[config.mk]
export PLATFORM = sky130hd
export DESIGN_NAME = axis_wait_buffer
export DESIGN_NICKNAME = d
export VERILOG_FILES = /design/src/rtl/axis_wait_buffer_pkg.sv /design/src/rtl/axis_wait_buffer_counter.sv /design/src/rtl/axis_wait_buffer.sv
export SDC_FILE = /design/constraint.sdc
export NUM_CORES = 1
export LEC_CHECK = 0
export ABC_AREA = 1
export CORE_MARGIN = 5
export CORE_UTILIZATION = 45
export DETAILED_ROUTE_END_ITERATION = 7
export HOLD_SLACK_MARGIN = 0.02
export PLACE_DENSITY = 0.67
export SYNTH_ARGS = -nofsm -noshare
export SYNTH_HDL_FRONTEND = slang
export SYNTH_SLANG_ARGS = --single-unit
export TNS_END_PERCENT = 10
[constraint.sdc]
create_clock -name clk -period 3.8 [get_ports clk]
set_input_delay 0.76 -clock clk [delete_from_list [all_inputs] [get_ports clk]]
set_output_delay 0.76 -clock clk [all_outputs]
set_load 0.005 [all_outputs]
[src/rtl/axis_wait_buffer_pkg.sv]
// Shared types for the AXI-Stream store-and-delay buffer.
package axis_wait_pkg;

  typedef enum logic [1:0] {
    FILL  = 2'd0,
    WAIT  = 2'd1,
    DRAIN = 2'd2
  } state_e;

  // Address width for a DEPTH-entry frame store; a 1-entry store still needs a 1-bit pointer.
  function automatic int ptr_w(input int depth);
    return (depth > 1) ? $clog2(depth) : 1;
  endfunction

endpackage

[src/rtl/axis_wait_buffer_counter.sv]
// Hold-time down counter: loads the programmed wait, counts down, flags the last wait cycle.
module wait_down_counter #(
  parameter int CNT_WIDTH = 8
) (
  input  logic                 clk,
  input  logic                 rst,
  input  logic                 load_i,
  input  logic [CNT_WIDTH-1:0] load_val_i,
  input  logic                 en_i,
  output logic                 one_o
);

  logic [CNT_WIDTH-1:0] cnt_q, cnt_d;

  // Saturates at zero so an idle enable can never wrap to the maximum.
  always_comb begin
    cnt_d = cnt_q;
    if (load_i)                        cnt_d = load_val_i;
    else if (en_i && (cnt_q != '0))    cnt_d = cnt_q - CNT_WIDTH'(1);
  end

  always_ff @(posedge clk or negedge rst) begin
    if (!rst) cnt_q <= '0;
    else      cnt_q <= cnt_d;
  end

  assign one_o = (cnt_q == CNT_WIDTH'(1));

endmodule

[src/rtl/axis_wait_buffer.sv]
// Frame store-and-delay AXI-Stream buffer: FILL -> WAIT (programmable) -> DRAIN.
// Define AXIS_WAIT_TLAST_EN to let s_last close frames; otherwise every frame is DEPTH words.
module axis_wait_buffer
  import axis_wait_pkg::*;
#(
  parameter int DATA_WIDTH = 32,
  parameter int DEPTH      = 16,
  parameter int CNT_WIDTH  = 8
) (
  input  logic                    clk,
  input  logic                    rst,
  input  logic [CNT_WIDTH-1:0]    wait_cycles,
  input  logic [DATA_WIDTH-1:0]   s_data,
  input  logic                    s_valid,
  output logic                    s_ready,
  input  logic                    s_last,
  output logic [DATA_WIDTH-1:0]   m_data,
  output logic                    m_valid,
  input  logic                    m_ready,
  output logic                    m_last,
  output logic                    ex_start,
  output logic                    busy,
  output logic [$clog2(DEPTH):0]  frame_len
);

  localparam int PW = ptr_w(DEPTH);
  localparam int LW = $clog2(DEPTH) + 1;

  state_e                state_q, state_d;
  logic [PW-1:0]         wr_ptr_q, wr_ptr_d, rd_ptr_q, rd_ptr_d;
  logic [LW-1:0]         len_q, len_d;
  logic                  ex_start_q, ex_start_d;
  logic [DATA_WIDTH-1:0] mem [DEPTH];
  logic                  acc, close, tlast_close, cnt_one, m_hs;

`ifdef AXIS_WAIT_TLAST_EN
  assign tlast_close = s_last;
`else
  logic unused_s_last;
  assign unused_s_last = s_last;
  assign tlast_close   = 1'b0;
`endif

  assign s_ready   = (state_q == FILL);
  assign acc       = s_valid & s_ready;
  assign close     = acc & (tlast_close | (wr_ptr_q == PW'(DEPTH - 1)));
  assign m_valid   = (state_q == DRAIN);
  assign m_hs      = m_valid & m_ready;
  assign m_last    = m_valid & ({1'b0, rd_ptr_q} == len_q - LW'(1));
  assign m_data    = mem[rd_ptr_q];
  assign busy      = (state_q == WAIT) | (state_q == DRAIN);
  assign ex_start  = ex_start_q;
  assign frame_len = len_q;

  wait_down_counter #(.CNT_WIDTH(CNT_WIDTH)) u_wait_cnt (
    .clk        (clk),
    .rst        (rst),
    .load_i     (close),
    .load_val_i (wait_cycles),
    .en_i       (state_q == WAIT),
    .one_o      (cnt_one)
  );

  always_comb begin
    state_d  = state_q;
    wr_ptr_d = wr_ptr_q;
    rd_ptr_d = rd_ptr_q;
    len_d    = len_q;
    unique case (state_q)
      FILL: begin
        if (close) begin
          len_d    = LW'(wr_ptr_q) + LW'(1);
          wr_ptr_d = '0;
          state_d  = (wait_cycles == '0) ? DRAIN : WAIT;
        end else if (acc) begin
          wr_ptr_d = wr_ptr_q + PW'(1);
        end
      end
      WAIT:  if (cnt_one) state_d = DRAIN;
      DRAIN: begin
        if (m_hs) begin
          if (m_last) begin
            rd_ptr_d = '0;
            state_d  = FILL;
          end else begin
            rd_ptr_d = rd_ptr_q + PW'(1);
          end
        end
      end
      default: state_d = FILL;
    endcase
    // Pulse on the cycle the FSM first sits in DRAIN.
    ex_start_d = (state_d == DRAIN) && (state_q != DRAIN);
  end

  always_ff @(posedge clk or negedge rst) begin
    if (!rst) begin
      state_q    <= FILL;
      wr_ptr_q   <= '0;
      rd_ptr_q   <= '0;
      len_q      <= '0;
      ex_start_q <= 1'b0;
    end else begin
      state_q    <= state_d;
      wr_ptr_q   <= wr_ptr_d;
      rd_ptr_q   <= rd_ptr_d;
      len_q      <= len_d;
      ex_start_q <= ex_start_d;
    end
  end

  // Frame store is plain LUT RAM: no reset, combinational read port.
  always_ff @(posedge clk) begin
    if (acc) mem[wr_ptr_q] <= s_data;
  end

endmodule

# == After elaboration in Yosys (flattened, before gate mapping) ==
# Memory sizes are Yosys's and may differ from the RTL's.
# Cells that the tools add are included.
# word_totals
word_cells,47
out_inout_bits,42
ff_bits,24
in_bits,45
mem_bits_rw,512
mem_count,1
# mem_list
name,depth,word_bits,rd,rd_ports_with_merged_regs,write_ports,line,text
mem,16,32,1,0,1,axis_wait_buffer.sv:33,logic [DATA_WIDTH-1:0] mem [DEPTH];
# op_classes
muxes,13
bitwise,5
n_addsub,5
reduce_logical,10
eq_ne,7
# op_table
cell,n
8-bit two-way mux,2
4-bit two-way mux,3
2-bit two-way mux,5
"4-bit by 1-bit adder with 4-bit output, second input constant",2
"8-bit by 1-bit equality test with 1-bit output, second input constant",1
8-bit logical NOT,1
8-bit nonzero test,1
"8-bit by 1-bit subtractor with 8-bit output, second input constant",1
2-bit one-hot mux with 3 select lines,1
2-bit AND reduction,3
"4-bit by 1-bit adder with 5-bit output, second input constant",1
4-bit by 5-bit equality test with 1-bit output,1
"5-bit by 1-bit subtractor with 5-bit output, second input constant",1
1-bit AND,4
"2-bit equality test, second input constant",2
"4-bit equality test, second input constant",1
2-bit nonzero test,2
"2-bit by 1-bit equality test with 1-bit output, second input constant",1
1-bit logical AND,2
2-bit logical NOT,1
1-bit two-way mux,2
"2-bit inequality test, second input constant",1
1-bit bitwise OR,1

# == Depth between registers and ports, before layout ==
# logic_depth
word_depth,8
mapped_depth,14

# == Modules after synthesis ==
# From an unflattened synthesis, not the netlist that was laid out.
# unflattened
hier_cells,1610
area_unflattened_um2,21810.9
# modules_own_cells
module,seq_area_each_um2,cells_each,area_each_um2,n_inst
axis_wait_buffer,15775.1,1520,21177.8,1
wait_down_counter,200.2,90,633.1,1

# == Worst setup path before layout ==
# Ideal clock, no wire load.
# synth_timing
path_kind,input -> register
from,in s_valid
to,mem mem[7][0] (enable)
t_required_ps,3379
setup_time_ps,421
t_arrival_ps,2496
stages,6
slack_ps,883
cell_sequence,nand2_1 -> inv_2 -> nand2_4 -> inv_1 -> nand2_1 -> nor2_1
# synth_via
elab_chain_len,3
# synth_rtl
item,line,text
"start, declared",axis_wait_buffer.sv:14,"input logic s_valid,"
1-bit AND,axis_wait_buffer.sv:45,assign acc = s_valid & s_ready;
1-bit two-way mux,axis_wait_buffer.sv:114,if (acc) mem[wr_ptr_q] <= s_data;
1-bit two-way mux (not written as such),axis_wait_buffer.sv:114,
"end, declared",axis_wait_buffer.sv:33,
# Every way passes these cells.

# == Worst setup path after layout ==
# layout_timing
from,reg rd_ptr_q[0]
to,out m_data[9]
# layout_via
elab_chain_len,1
# layout_rtl
item,line,text
"start, declared",axis_wait_buffer.sv:30,"logic [PW-1:0] wr_ptr_q, wr_ptr_d, rd_ptr_q, rd_ptr_d;"
"start signal, assigned",axis_wait_buffer.sv:106,rd_ptr_q <= rd_ptr_d;
memory read 16 x 32 bit,n/a,
"end, declared",axis_wait_buffer.sv:17,"output logic [DATA_WIDTH-1:0] m_data,"
# Every way passes these cells.

==> flow_summary.ini <==
[logic_synthesis]
synth_area_leaders = edfxtp_1 72%, nor2_1 5.1%, o21ai_0 4.9%, o221ai_1 4.4%, dfrtp_1 2.8%
postSynthCellCount = 1577
ys_ff_latch = 536
ys_seq_area_frac = 0.750
yosys_warnings = 0
yosys.area.top_type_share = 0.722
synth.cell_area_sq_um = 21300
synth.distinct_cells = 32
yosysTopAreaCell = edfxtp_1
synth_area_per_cell_sq_um = 13.5
syn_nets = 1634

[cts]
clk_path_buf_depth = 3
cts_buffers = 53
clk_latency_ns = 0.61
cts_tree = yes
cts_setup_buffers = 0
clk_pin_slew_ns = 0.06
cts.sinks = 536
ctsHoldBuffers = 0
htree_levels = 2
cts-root-buf = clkbuf_16
cts_resized = 0

[floorplanning]
dieArea_sq_um = 51800
core_sq_um = 46700
ios = 87
die_h_microns = 228
rows = 79
start_util = 0.457
die_w_microns = 228

[timing]
hold_viol = 0
period_share = 0.973
slew_violations = 0
setup_ws_ns = 0.101
slew_headroom = 0.541
skew_ns = 0.0235
tightest_slew_ns = 0.689
rsz0062_at_grt = yes
fin_crit_ns = 3.70
hold_slack_ns = 0.528
setup_violations = 0
fmax_mhz = 270

[global_routing]
grt.overflow.total = 0
grt_pass1_vias = 13000
antenna_found_initial = 4
grt_pass1_wl_microns = 76900
grt_max_degree = 145
track_usage = 0.196

[place]
dp_hpwl_microns = 25500
place_ws_ns = 0.699
portBuffers = 85
gp_congestion = 0.780

[worst_setup_path]
crit_fanout = 144
crit_arrival_ns = 2.94
critPathKind = reg2out
crit_required_ns = 3.04
critPathSlowestCell = dfrtp_4
crit_path_max_incr_delay_ns = 0.54
cp-end-kind = output port
crit_chain = buf_16, o21ai_0, o221ai_1, o211ai_1, nand2_1, clkdlybuf4s50_1
start_kind = register

[hold_path]
min_path_type = reg2reg

[cells_and_area]
num-nets-final = 1705
fillers = 3812
syn2layout_area_growth_pct = 15.9
drive_gt1_frac = 0.0875

[detailed_routing]
dr.pass1.iters = 6
wirelength_microns = 51100
drc_errors = 0
vias = 13300
vias_per_cell = 5.75
wl_per_cell_microns = 22.2
ant_nets = 0
drt-initial-drc-count = 1218

[pwr]
p_leak_nw = 8.03
ir_drop_mv = 0.697
power.density_nw_per_um2 = 746

[outcome]
status = completed

[job]
maxCapViolations = 0
state kept, by name, indices dropped and copies added, names as in the netlist:
| signal | count |
|---|---|
| u_wait_cnt.cnt_q | 8 |
| ex_start | 1 |
| wr_ptr_q | 4 |
| state_q | 2 |
| mem | 512 |
| rd_ptr_q | 4 |
| frame_len | 5 |
metrics by stage:
stage          setup TNS [ns]  cell area (sq um)  std cells   util  total power [mW]
4_1_cts                     0              24700       2299  0.529              18.5
2_1_floorplan               0              21300       1577      -              11.0
6_report                    0              24700       2303  0.529              18.4
3_3_place_gp                0              23000       2200  0.494              13.4
3_5_place_dp                0              23000       2200  0.494              13.6
5_1_grt               -0.0968              24700       2301  0.529              19.4
worst max-delay path, delay by kind of cell (launching register included):
kind | cells | cell delay (ns)
flip-flops | 1 | 0.54
buffers and inverters | 2 | 0.92
AO/OA/AOI/OAI | 3 | 0.56
AND/OR/NAND/NOR | 1 | 0.18
area by class of cell:
| cell class | instances | area (sq um) | area share |
|---|---|---|---|
| Multi-Input combinational cell | 898 | 4810 | 0.195 |
| Timing Repair Buffer | 123 | 1340 | 0.0544 |
| Tap cell | 607 | 759 | 0.0308 |
| Clock buffer | 64 | 1390 | 0.0562 |
| Inverter | 36 | 144 | 0.00583 |
| Sequential cell | 536 | 16000 | 0.647 |
| Clock inverter | 35 | 256 | 0.0104 |
| Antenna cell | 4 | 10.0 | 0.000405 |
logic make-up (layout without fill, tap and decap cells):
kind of cell	Yosys count	in the layout	synth area share
AND/OR/NAND/NOR	448	448	0.0853
other	0	4	0
adder cells (fa/ha/maj)	12	12	0.00705
AO/OA/AOI/OAI	430	430	0.125
buffers and inverters	143	258	0.0299
flip-flops	536	536	0.750
XOR/XNOR	8	8	0.00329
synth_stat cells (all sizes together):
master and number:
clkbuf 59, or2 1, edfxtp 512, a21oi 2, o22ai 24, nand4 3, o21ai 268, buf 48
nor3 2, nand2 92, xnor2 1, nand3 55, o221ai 107, nor2 294, o211ai 29, xor2 7
ha 12, dfrtp 24, and2 1, inv 36
cells in the final DEF, fill, tap and decap left out, types with 2 or more instances in the layout:
cell | Yosys | final
edfxtp_1 | 512 | 512
nor2_1 | 290 | 275
o21ai_0 | 208 | 208
o221ai_1 | 107 | 107
nand2_1 | 89 | 89
clkdlybuf4s50_1 | 0 | 85
o21ai_1 | 60 | 60
clkbuf_16 | 0 | 54
nand3_1 | 53 | 53
inv_1 | 32 | 30
o211ai_1 | 29 | 29
o22ai_1 | 24 | 24
buf_4 | 3 | 22
dfrtp_1 | 24 | 20
nor2_4 | 1 | 16
buf_12 | 0 | 15
clkinv_1 | 0 | 14
ha_1 | 12 | 12
clkinv_2 | 0 | 10
clkbuf_1 | 59 | 10
xor2_1 | 7 | 7
clkinvlp_4 | 0 | 6
diode_2 | 0 | 4
inv_2 | 3 | 4
nand4_1 | 3 | 3
dfrtp_4 | 0 | 3
nand2_2 | 2 | 2
nor2_2 | 2 | 2
nand3_2 | 2 | 2
a21oi_1 | 2 | 2
nor3_1 | 2 | 2
clkinv_4 | 0 | 2
bufinv_16 | 0 | 2
metal layers:
metal / vias up / wire, microns / track usage
li1: 6108 / - / -
met2: 462 / 24800 / 0.319
met5: - / 0 / 0
met4: 0 / 1120 / 0.0579
met3: 82 / 3750 / 0.0370
met1: 6600 / 21400 / 0.271
path summary, 6_finish.rpt:
kind | cells past startpoint | end | slack, ns | from
worst min register to register | 2 | u_wait_cnt.cnt_q[6]$_DFFE_PN0P_ | 0.53 | u_wait_cnt.cnt_q[6]$_DFFE_PN0P_
max in group asynchronous | 2 | u_wait_cnt.cnt_q[2]$_DFFE_PN0P_ | 2.61 | rst
worst max register to register | 7 | mem[0][12]$_DFFE_PP_ | 1.36 | state_q[1]$_DFF_PN0_
worst max-delay path | 6 | m_data[9] | 0.10 | rd_ptr_q[0]$_DFFE_PN0P_
worst min-delay path | 2 | u_wait_cnt.cnt_q[6]$_DFFE_PN0P_ | 0.53 | u_wait_cnt.cnt_q[6]$_DFFE_PN0P_
min in group asynchronous | 1 | frame_len[2]$_DFFE_PN0P_ | 0.56 | rst
power by group:
part | leakage [nW] | total, mW | switching, mW | internal [mW]
clock network | 0.788 | 4.93 | 2.18 | 2.75
registers | 4.91 | 7.29 | 0.205 | 7.08
logic | 2.33 | 6.20 | 3.97 | 2.23
total | 8.03 | 18.4 | 6.35 | 12.1
(Power assumes the default switching activity.)
